[src/rtl/spi_reg_bridge.sv]
// SPI byte-protocol register bridge.
// Decodes command/address/data frames delimited by ss, maintains a small
// register file, drives LEDs from reg[0]/reg[1] and preloads tx_data with the
// next byte to shift back.
// Optional feature: define SPI_BRIDGE_ERRCNT_EN to turn reg[NREGS-1] into a
// read-only saturating error counter.
module spi_reg_bridge #(
   parameter int unsigned NREGS   = 8,
   parameter logic [7:0]  TX_IDLE = 8'hA5
) (
   input  logic        clk,
   input  logic        rst,
   input  logic        ss,
   input  logic        rx_busy,
   input  logic [7:0]  rx_data,
   output logic [7:0]  tx_data,
   input  logic [15:0] switches,
   output logic [15:0] leds
);

   localparam int unsigned AddrW = $clog2(NREGS);

   typedef enum logic [1:0] {StIdle, StCmd, StWdata, StRdata} state_e;

   state_e             state_q, state_d;
   logic [AddrW-1:0]   addr_q, addr_d;
   logic [7:0]         cmd_q, cmd_d;
   logic [7:0]         tx_q, tx_d;
   logic [7:0]         regs_q [NREGS];
   logic [7:0]         regs_d [NREGS];
   logic               busy_q, ss_q;

   logic               byte_done, frame_start, frame_end;
   logic [AddrW-1:0]   rd_addr;
   logic [7:0]         rd_val;
   logic               wr_ro;

`ifdef SPI_BRIDGE_ERRCNT_EN
   logic [7:0]         errcnt_q, errcnt_d;
   logic               got_data_q, got_data_d;
   logic               err_inc;
`endif

   assign byte_done   = busy_q & ~rx_busy;
   assign frame_start = ss_q & ~ss;
   assign frame_end   = ~ss_q & ss;

   assign leds    = {regs_q[1], regs_q[0]};
   assign tx_data = tx_q;

   // Read address: command byte's address in CMD, otherwise the next burst address.
   assign rd_addr = (state_q == StCmd) ? rx_data[AddrW-1:0] : addr_q + AddrW'(1);

   // Read-back mux: switch registers and the error counter are not stored in regs_q.
   always_comb begin
      rd_val = regs_q[rd_addr];
      if (rd_addr == AddrW'(2)) rd_val = switches[7:0];
      if (rd_addr == AddrW'(3)) rd_val = switches[15:8];
`ifdef SPI_BRIDGE_ERRCNT_EN
      if (rd_addr == AddrW'(NREGS - 1)) rd_val = errcnt_q;
`endif
   end

   // Write protection for the current write address.
   always_comb begin
      wr_ro = (addr_q == AddrW'(2)) || (addr_q == AddrW'(3));
`ifdef SPI_BRIDGE_ERRCNT_EN
      if (addr_q == AddrW'(NREGS - 1)) wr_ro = 1'b1;
`endif
   end

   // Frame decoder: byte processing first, then frame delimiters override the state.
   always_comb begin
      state_d = state_q;
      addr_d  = addr_q;
      cmd_d   = cmd_q;
      tx_d    = tx_q;
      regs_d  = regs_q;
`ifdef SPI_BRIDGE_ERRCNT_EN
      got_data_d = got_data_q;
      err_inc    = 1'b0;
`endif
      if (byte_done) begin
         unique case (state_q)
            StCmd: begin
               addr_d = rx_data[AddrW-1:0];
               cmd_d  = rx_data;
               if (rx_data[7]) begin
                  state_d = StWdata;
                  tx_d    = rx_data;
`ifdef SPI_BRIDGE_ERRCNT_EN
                  got_data_d = 1'b0;
`endif
               end else begin
                  state_d = StRdata;
                  tx_d    = rd_val;
               end
            end
            StWdata: begin
               if (!wr_ro) regs_d[addr_q] = rx_data;
`ifdef SPI_BRIDGE_ERRCNT_EN
               else err_inc = 1'b1;
               got_data_d = 1'b1;
`endif
               addr_d = addr_q + AddrW'(1);
               tx_d   = cmd_q;
            end
            StRdata: begin
               addr_d = addr_q + AddrW'(1);
               tx_d   = rd_val;
            end
            default: ;
         endcase
      end
      if (frame_end) begin
`ifdef SPI_BRIDGE_ERRCNT_EN
         // Write command with no data byte at all counts as an error.
         if (state_q == StWdata && !got_data_q && !byte_done) err_inc = 1'b1;
`endif
         state_d = StIdle;
         tx_d    = TX_IDLE;
      end
      if (frame_start) state_d = StCmd;
   end

`ifdef SPI_BRIDGE_ERRCNT_EN
   // Saturating error counter.
   assign errcnt_d = (err_inc && errcnt_q != 8'hFF) ? errcnt_q + 8'd1 : errcnt_q;
`endif

   // State and register file with synchronous active-low reset.
   always_ff @(posedge clk) begin
      if (!rst) begin
         state_q <= StIdle;
         addr_q  <= '0;
         cmd_q   <= '0;
         tx_q    <= TX_IDLE;
         busy_q  <= 1'b0;
         ss_q    <= 1'b0;
         for (int i = 0; i < NREGS; i++) regs_q[i] <= '0;
`ifdef SPI_BRIDGE_ERRCNT_EN
         errcnt_q   <= '0;
         got_data_q <= 1'b0;
`endif
      end else begin
         state_q <= state_d;
         addr_q  <= addr_d;
         cmd_q   <= cmd_d;
         tx_q    <= tx_d;
         busy_q  <= rx_busy;
         ss_q    <= ss;
         regs_q  <= regs_d;
`ifdef SPI_BRIDGE_ERRCNT_EN
         errcnt_q   <= errcnt_d;
         got_data_q <= got_data_d;
`endif
      end
   end

endmodule

[config.mk]
export PLATFORM = sky130hd
export DESIGN_NAME = spi_reg_bridge
export DESIGN_NICKNAME = d
export VERILOG_FILES = /design/src/rtl/spi_reg_bridge.sv
export SDC_FILE = /design/constraint.sdc
export NUM_CORES = 1
export LEC_CHECK = 0
export ABC_AREA = 1
export BUFFER_PORTS_ARGS = -buffer_cell sky130_fd_sc_hd__buf_2
export CAP_MARGIN = 10
export CORE_MARGIN = 10
export CORE_UTILIZATION = 40
export DETAILED_ROUTE_END_ITERATION = 8
export GPL_TIMING_DRIVEN = 0
export PLACE_DENSITY = 0.6
export REMOVE_ABC_BUFFERS = 1
export SLEW_MARGIN = 20
export SYNTH_ARGS = -nofsm -noshare
export SYNTH_HDL_FRONTEND = slang
export SYNTH_SLANG_ARGS = --single-unit
[constraint.sdc]
create_clock -name clk -period 5.3 [get_ports clk]
set_clock_uncertainty 0.2 [all_clocks]
set_input_delay 1.06 -clock clk [delete_from_list [all_inputs] [get_ports clk]]
set_output_delay 1.06 -clock clk [all_outputs]
set_load 0.05 [all_outputs]
* Yosys cells after proc, flatten, opt, wreduce, memory -nomap -nowiden *
Index checks and enable logic that the tools add are counted.

operators by class
  add/sub/neg operators = 1
  $lt $le $gt $ge = 3
  eq/ne operators = 7
  muxes and demuxes = 17
  bitwise logic cells = 10
  reductions and logical operators = 14

operator list
  kind                                                                   count
  64-bit bitwise mux                                                     1
  8-bit 2-to-1 mux                                                       6
  8-bit binary-select mux with 3-bit select                              1
  8-bit demux with 3-bit select                                          1
  8-bit case mux with 3 select lines                                     1
  3-bit by 2-bit equality test with 1-bit output, second input constant  4
  3-bit nonzero test                                                     3
  4-bit greater-or-equal comparator, second input constant               2
  3-bit inverter with 4-bit output                                       2
  2-bit AND reduction                                                    4
  3-bit case mux with 2 select lines                                     1
  1-bit 2-to-1 mux                                                       5
  1-bit inverter                                                         5
  2-bit equality test, second input constant                             2
  4-bit by 1-bit < comparator with 1-bit output, second input constant   1
  2-bit OR reduction                                                     2
  3-bit by 1-bit adder with 3-bit output, second input constant          1
  1-bit AND                                                              3
  3-bit 2-to-1 mux                                                       1
  3-bit AND reduction                                                    1
  3-bit OR reduction                                                     1
  2-bit by 1-bit equality test with 1-bit output, second input constant  1
  2-bit nonzero test                                                     1
  1-bit logical AND                                                      1
  1-bit logical OR                                                       1

storage, ports and cells
  flip-flop bits (word level) = 87
  input port bits = 28
  output and inout port bits = 24
  logic and storage cells = 67

* Longest topological paths before layout *
  word-level depth = 10
  depth in mapped cells = 13

* Worst setup path before layout *
OpenSTA, ideal clock, no wires.

  path type = in2reg
  start point = input rx_data[0]
  end point = register tx_q[0], in the netlist tx_data[0]
  library setup time = 115 ps
  arrival = 2018 ps
  required time = 4985 ps
  slack = 2967 ps
  stages on the path = 11
  path buffers = 1
  cells stage by stage = inv_1 -> nand3_1 -> nand2_4 -> buf_4 -> nand3_1 -> nand3_1 -> nand2_1 -> nand3_1 -> nand2_1 -> nand2_1 -> nand2_1

on the way
  word-level cells in the longest chain between the ends = 9
  elaborated cells between the ends (all ways) = 11
  those cells by class = 2 x eq/ne; 8 x mux; 1 x bitwise

ends and longest elaborated chain
  element                                                 line  RTL
  start, declared                                         15    input logic [7:0] rx_data,
  3-bit 2-to-1 mux                                        52    assign rd_addr = (state_q == StCmd) ? rx_data[AddrW-1:0] : addr_q + AddrW'(1);
  3-bit inverter with 4-bit output (not written as such)  56    rd_val = regs_q[rd_addr];
  8-bit binary-select mux with 3-bit select               56
  8-bit 2-to-1 mux (not written as such) (2 in series)    56
  8-bit 2-to-1 mux                                        57    if (rd_addr == AddrW'(2)) rd_val = switches[7:0];
  8-bit 2-to-1 mux                                        58    if (rd_addr == AddrW'(3)) rd_val = switches[15:8];
  8-bit 2-to-1 mux                                        88    if (rx_data[7]) begin
  8-bit case mux with 3 select lines (*)                  84    unique case (state_q)
  end signal, assigned                                    149   tx_q <= tx_d;
  end, declared                                           28    logic [7:0] tx_q, tx_d;

Every way passes the cells marked *; elsewhere a longest branch is shown, timed or not. The select of a mux whose other input is x is not followed.
A chain may end at the register's enable or synchronous reset.

* Final worst setup path *
  start point = input rst
  end point = register tx_q[5], in the netlist tx_data[5]

on the way
  word-level cells in the longest chain between the ends = 2

ends and longest elaborated chain
  element                              line  RTL
  start, declared                      12    input logic rst,
  1-bit inverter (no source line)      -
  2-bit OR reduction (no source line)  -

Every way passes these cells.

==> reports/qor.yml <==
global_routing:
  met3_usage_pct: 4.50
  grt.overflow.total: 0
  grt_pass1_wl_um: 16600
  grt_pass1_vias: 3323
  antenna_found_initial: 0
  grt-busiest-layer: "met2"
  grt_max_degree: 62
  gr-usage-met1_pct: 19.7
  grt_util_met2_pct: 24.7
  grt_use_total_pct: 15.5
finish:
  drive_gt1_share_pct: 17.6
  nNetsFinal: 567
  synthToLayoutAreaGrowth_pct: 9.70
  multiInputGateArea_um2: 1780
  final_util_pct: 45.7
  diodes: 0
  seq_area_um2: 1420
  fillCellCount: 936
  fin_area_um2: 4050
worst_setup_path:
  crit_path_frequent_cell: "inv_1"
  cp-start-kind: "input port"
  critPathMaxFanout: 61
  r2r_cells: 9
  crit_cells: 6
  cp.arrival_ns: 2.80
  cpMaxStageDelayCell: "buf_2"
  critPathBufInv: 3
  cp.required_ns: 5.34
  cp_cell_sequence: "buf_2, inv_1, nor2_1, inv_1, a21oi_1, nand2_1"
  path_delay_family: "buffers and inverters"
  critPathCaptureType: "register"
  worstSetupPathType: "in -> reg"
  slowest_delay_ns: 0.74
timing:
  setup_tns_ns: 0
  tightest_slew_ns: 1.01
  min_period_over_period_pct: 52.0
  finalSetupViolCount: 0
  slew_violations: 0
  grt_setup_unrepaired: "no"
  min_period_ns: 2.76
  clock.fmax_mhz: 363
  slew-limit-headroom_pct: 32.7
  final-hold-violation-count: 0
synthesis:
  syn_area_per_cell_um2: 7.22
  synth_top_area_share_pct: 38.5
  syn-cell-area_um2: 3690
  yosysTopAreaCell: "dfxtp_1"
  ys_warn_count: 0
  syn_inst: 511
  yosysUniqueCellTypes: 30
  ys_top_cells_by_area: "dfxtp_1, nand2_1, a21oi_1"
  ys_seq_area_share_pct: 38.5
  synth-seq-cells: 71
floorplanning:
  chipWidth_um: 116
  die-area_um2: 13500
  die_h_um: 116
  io_pins: 52
  coreArea_um2: 8850
  initial_core_util_pct: 41.7
  rows: 34
drt:
  first_pass_iters: 5
  wl_per_cell_um: 15.6
  drt-total-wl_um: 10100
  num_vias: 3394
  ant_nets: 0
  drc: 0
  via_per_inst: 5.23
  drt_iter0_drc: 228
pwr:
  clockPowerShare_pct: 42.6
  pwr-share-seq_pct: 47.0
  netSwitchingFraction_pct: 25.8
  p_total_w: 0.00115
  p_leak_nw: 1.82
  combPwrFrac_pct: 10.5
  p_int_w: 0.000851
  power_density_nw_per_um2: 284
  switching_power_w: 0.000296
  vdd_drop_max_v: 0.000168
clock_network:
  clk_latency_ns: 0.34
  numCtsBuffers: 9
  postCtsSetupBuffers: 0
  cts_sinks: 71
  path_clk_slew_ns: 0.07
  cts_tree: "built"
  root_buffer: "clkbuf_8"
  clockBufferDepth: 2
  cts.repair.resized: 0
  hold_buffers: 0
  htree_levels: 3
placed_design:
  place_hpwl_um: 7220
  numPortBuffers: 51
  placed_area_um2: 3820
  gp_congestion: 0.832
min_path:
  holdPathStages: 2
  hold_path_class: "reg -> reg"
run_status:
  status: "finished, final reports clean"
job:
  max-cap-violations: 0
-- worst min-delay path, cell delays in order, from the launching register on --
cell and delay [ns]:
dfxtp_1 0.30, inv_1 0.06, a21oi_1 0.05
-- routing by layer --
layer,wire length (um),vias to the layer above
li1,-,1723
met1,4810,1574
met2,4530,82
met3,609,15
met4,180,0
met5,0,-
-- final timing paths --
path	startpoint	slack, ns	end
hold / removal	cmd_q[0]	0.26	cmd_q[0]
setup / recovery	rst	2.54	tx_data[5]
hold reg to reg	cmd_q[0]	0.26	cmd_q[0]
setup reg to reg	state_q[1]	2.94	leds[3]
-- cells by family (layout without fill, tap and decap cells) --
kind of cell / Yosys count / count (layout) / synth area share (%)
AO/OA/AOI/OAI: 145 / 145 / 21.3
adder cells (fa/ha/maj): 3 / 3 / 1.02
buffers and inverters: 99 / 129 / 13.3
flip-flops: 71 / 71 / 38.5
AND/OR/NAND/NOR: 193 / 193 / 25.8
-- final cells by class --
type	count	area share (%)
Sequential cell	71	35.1
Inverter	62	5.82
Multi-Input combinational cell	341	43.9
Clock buffer	11	3.50
Clock inverter	5	2.01
Timing Repair Buffer	51	6.31
Tap cell	108	3.34
-- power by group through the flow --
stage | sequential (W) | combinational, W | clock, W
global route | 0.000539 | 0.000135 | 0.000522
detailed placement | 0.000551 | 0.000120 | 0
finish | 0.000539 | 0.000120 | 0.000488
CTS | 0.000539 | 0.000120 | 0.000498
floorplan | 0.000553 | 0.0000706 | 0
global placement | 0.000551 | 0.000120 | 0
-- state kept, by name (all words and copies together) (netlist names) --
name,cells
addr_q,3
busy_q,1
cmd_q,8
leds,16
regs_q,32
ss_q,1
state_q,2
tx_data,8
-- cells in the mapped netlist --
library cell	number
buf_6	5
a21oi_2	1
a221oi_1	5
nand3_1	45
o22ai_1	2
o21ai_0	50
nor2_1	34
nor2_8	4
a211oi_1	1
nand2_1	90
inv_2	8
nand2_2	3
a31oi_1	2
o21ai_4	1
or2_0	2
nand3b_1	4
o211ai_1	6
o31ai_1	1
dfxtp_1	71
inv_1	53
clkbuf_1	11
buf_4	21
inv_4	1
nor2_4	4
ha_1	3
a21oi_1	54
nor2_2	1
nand2_4	6
o21ai_1	21
o21bai_1	1
-- placed cells by master (no fill, tap or decap), drive strengths merged --
| cell | n |
|---|---|
| a31oi | 2 |
| a21oi | 55 |
| nand2 | 99 |
| a221oi | 5 |
| nor2 | 43 |
| nand3 | 45 |
| clkinv | 2 |
| o31ai | 1 |
| inv | 62 |
| o211ai | 6 |
| nand3b | 4 |
| o21bai | 1 |
| buf | 51 |
| dfxtp | 71 |
| o22ai | 2 |
| or2 | 2 |
| ha | 3 |
| o21ai | 72 |
| clkinvlp | 1 |
| bufinv | 2 |
| a211oi | 1 |
| clkbuf | 11 |
-- per-stage QoR --
step	std cells	hold slack, ns	setup slack (ns)
finish	649	0.258	2.54
floorplan	474	0.229	2.86
global placement	633	0.241	2.20
detailed placement	633	0.249	2.23
CTS	649	0.260	2.59
global route	649	0.291	2.34
No activity file was read; power rests on OpenSTA's default activity.
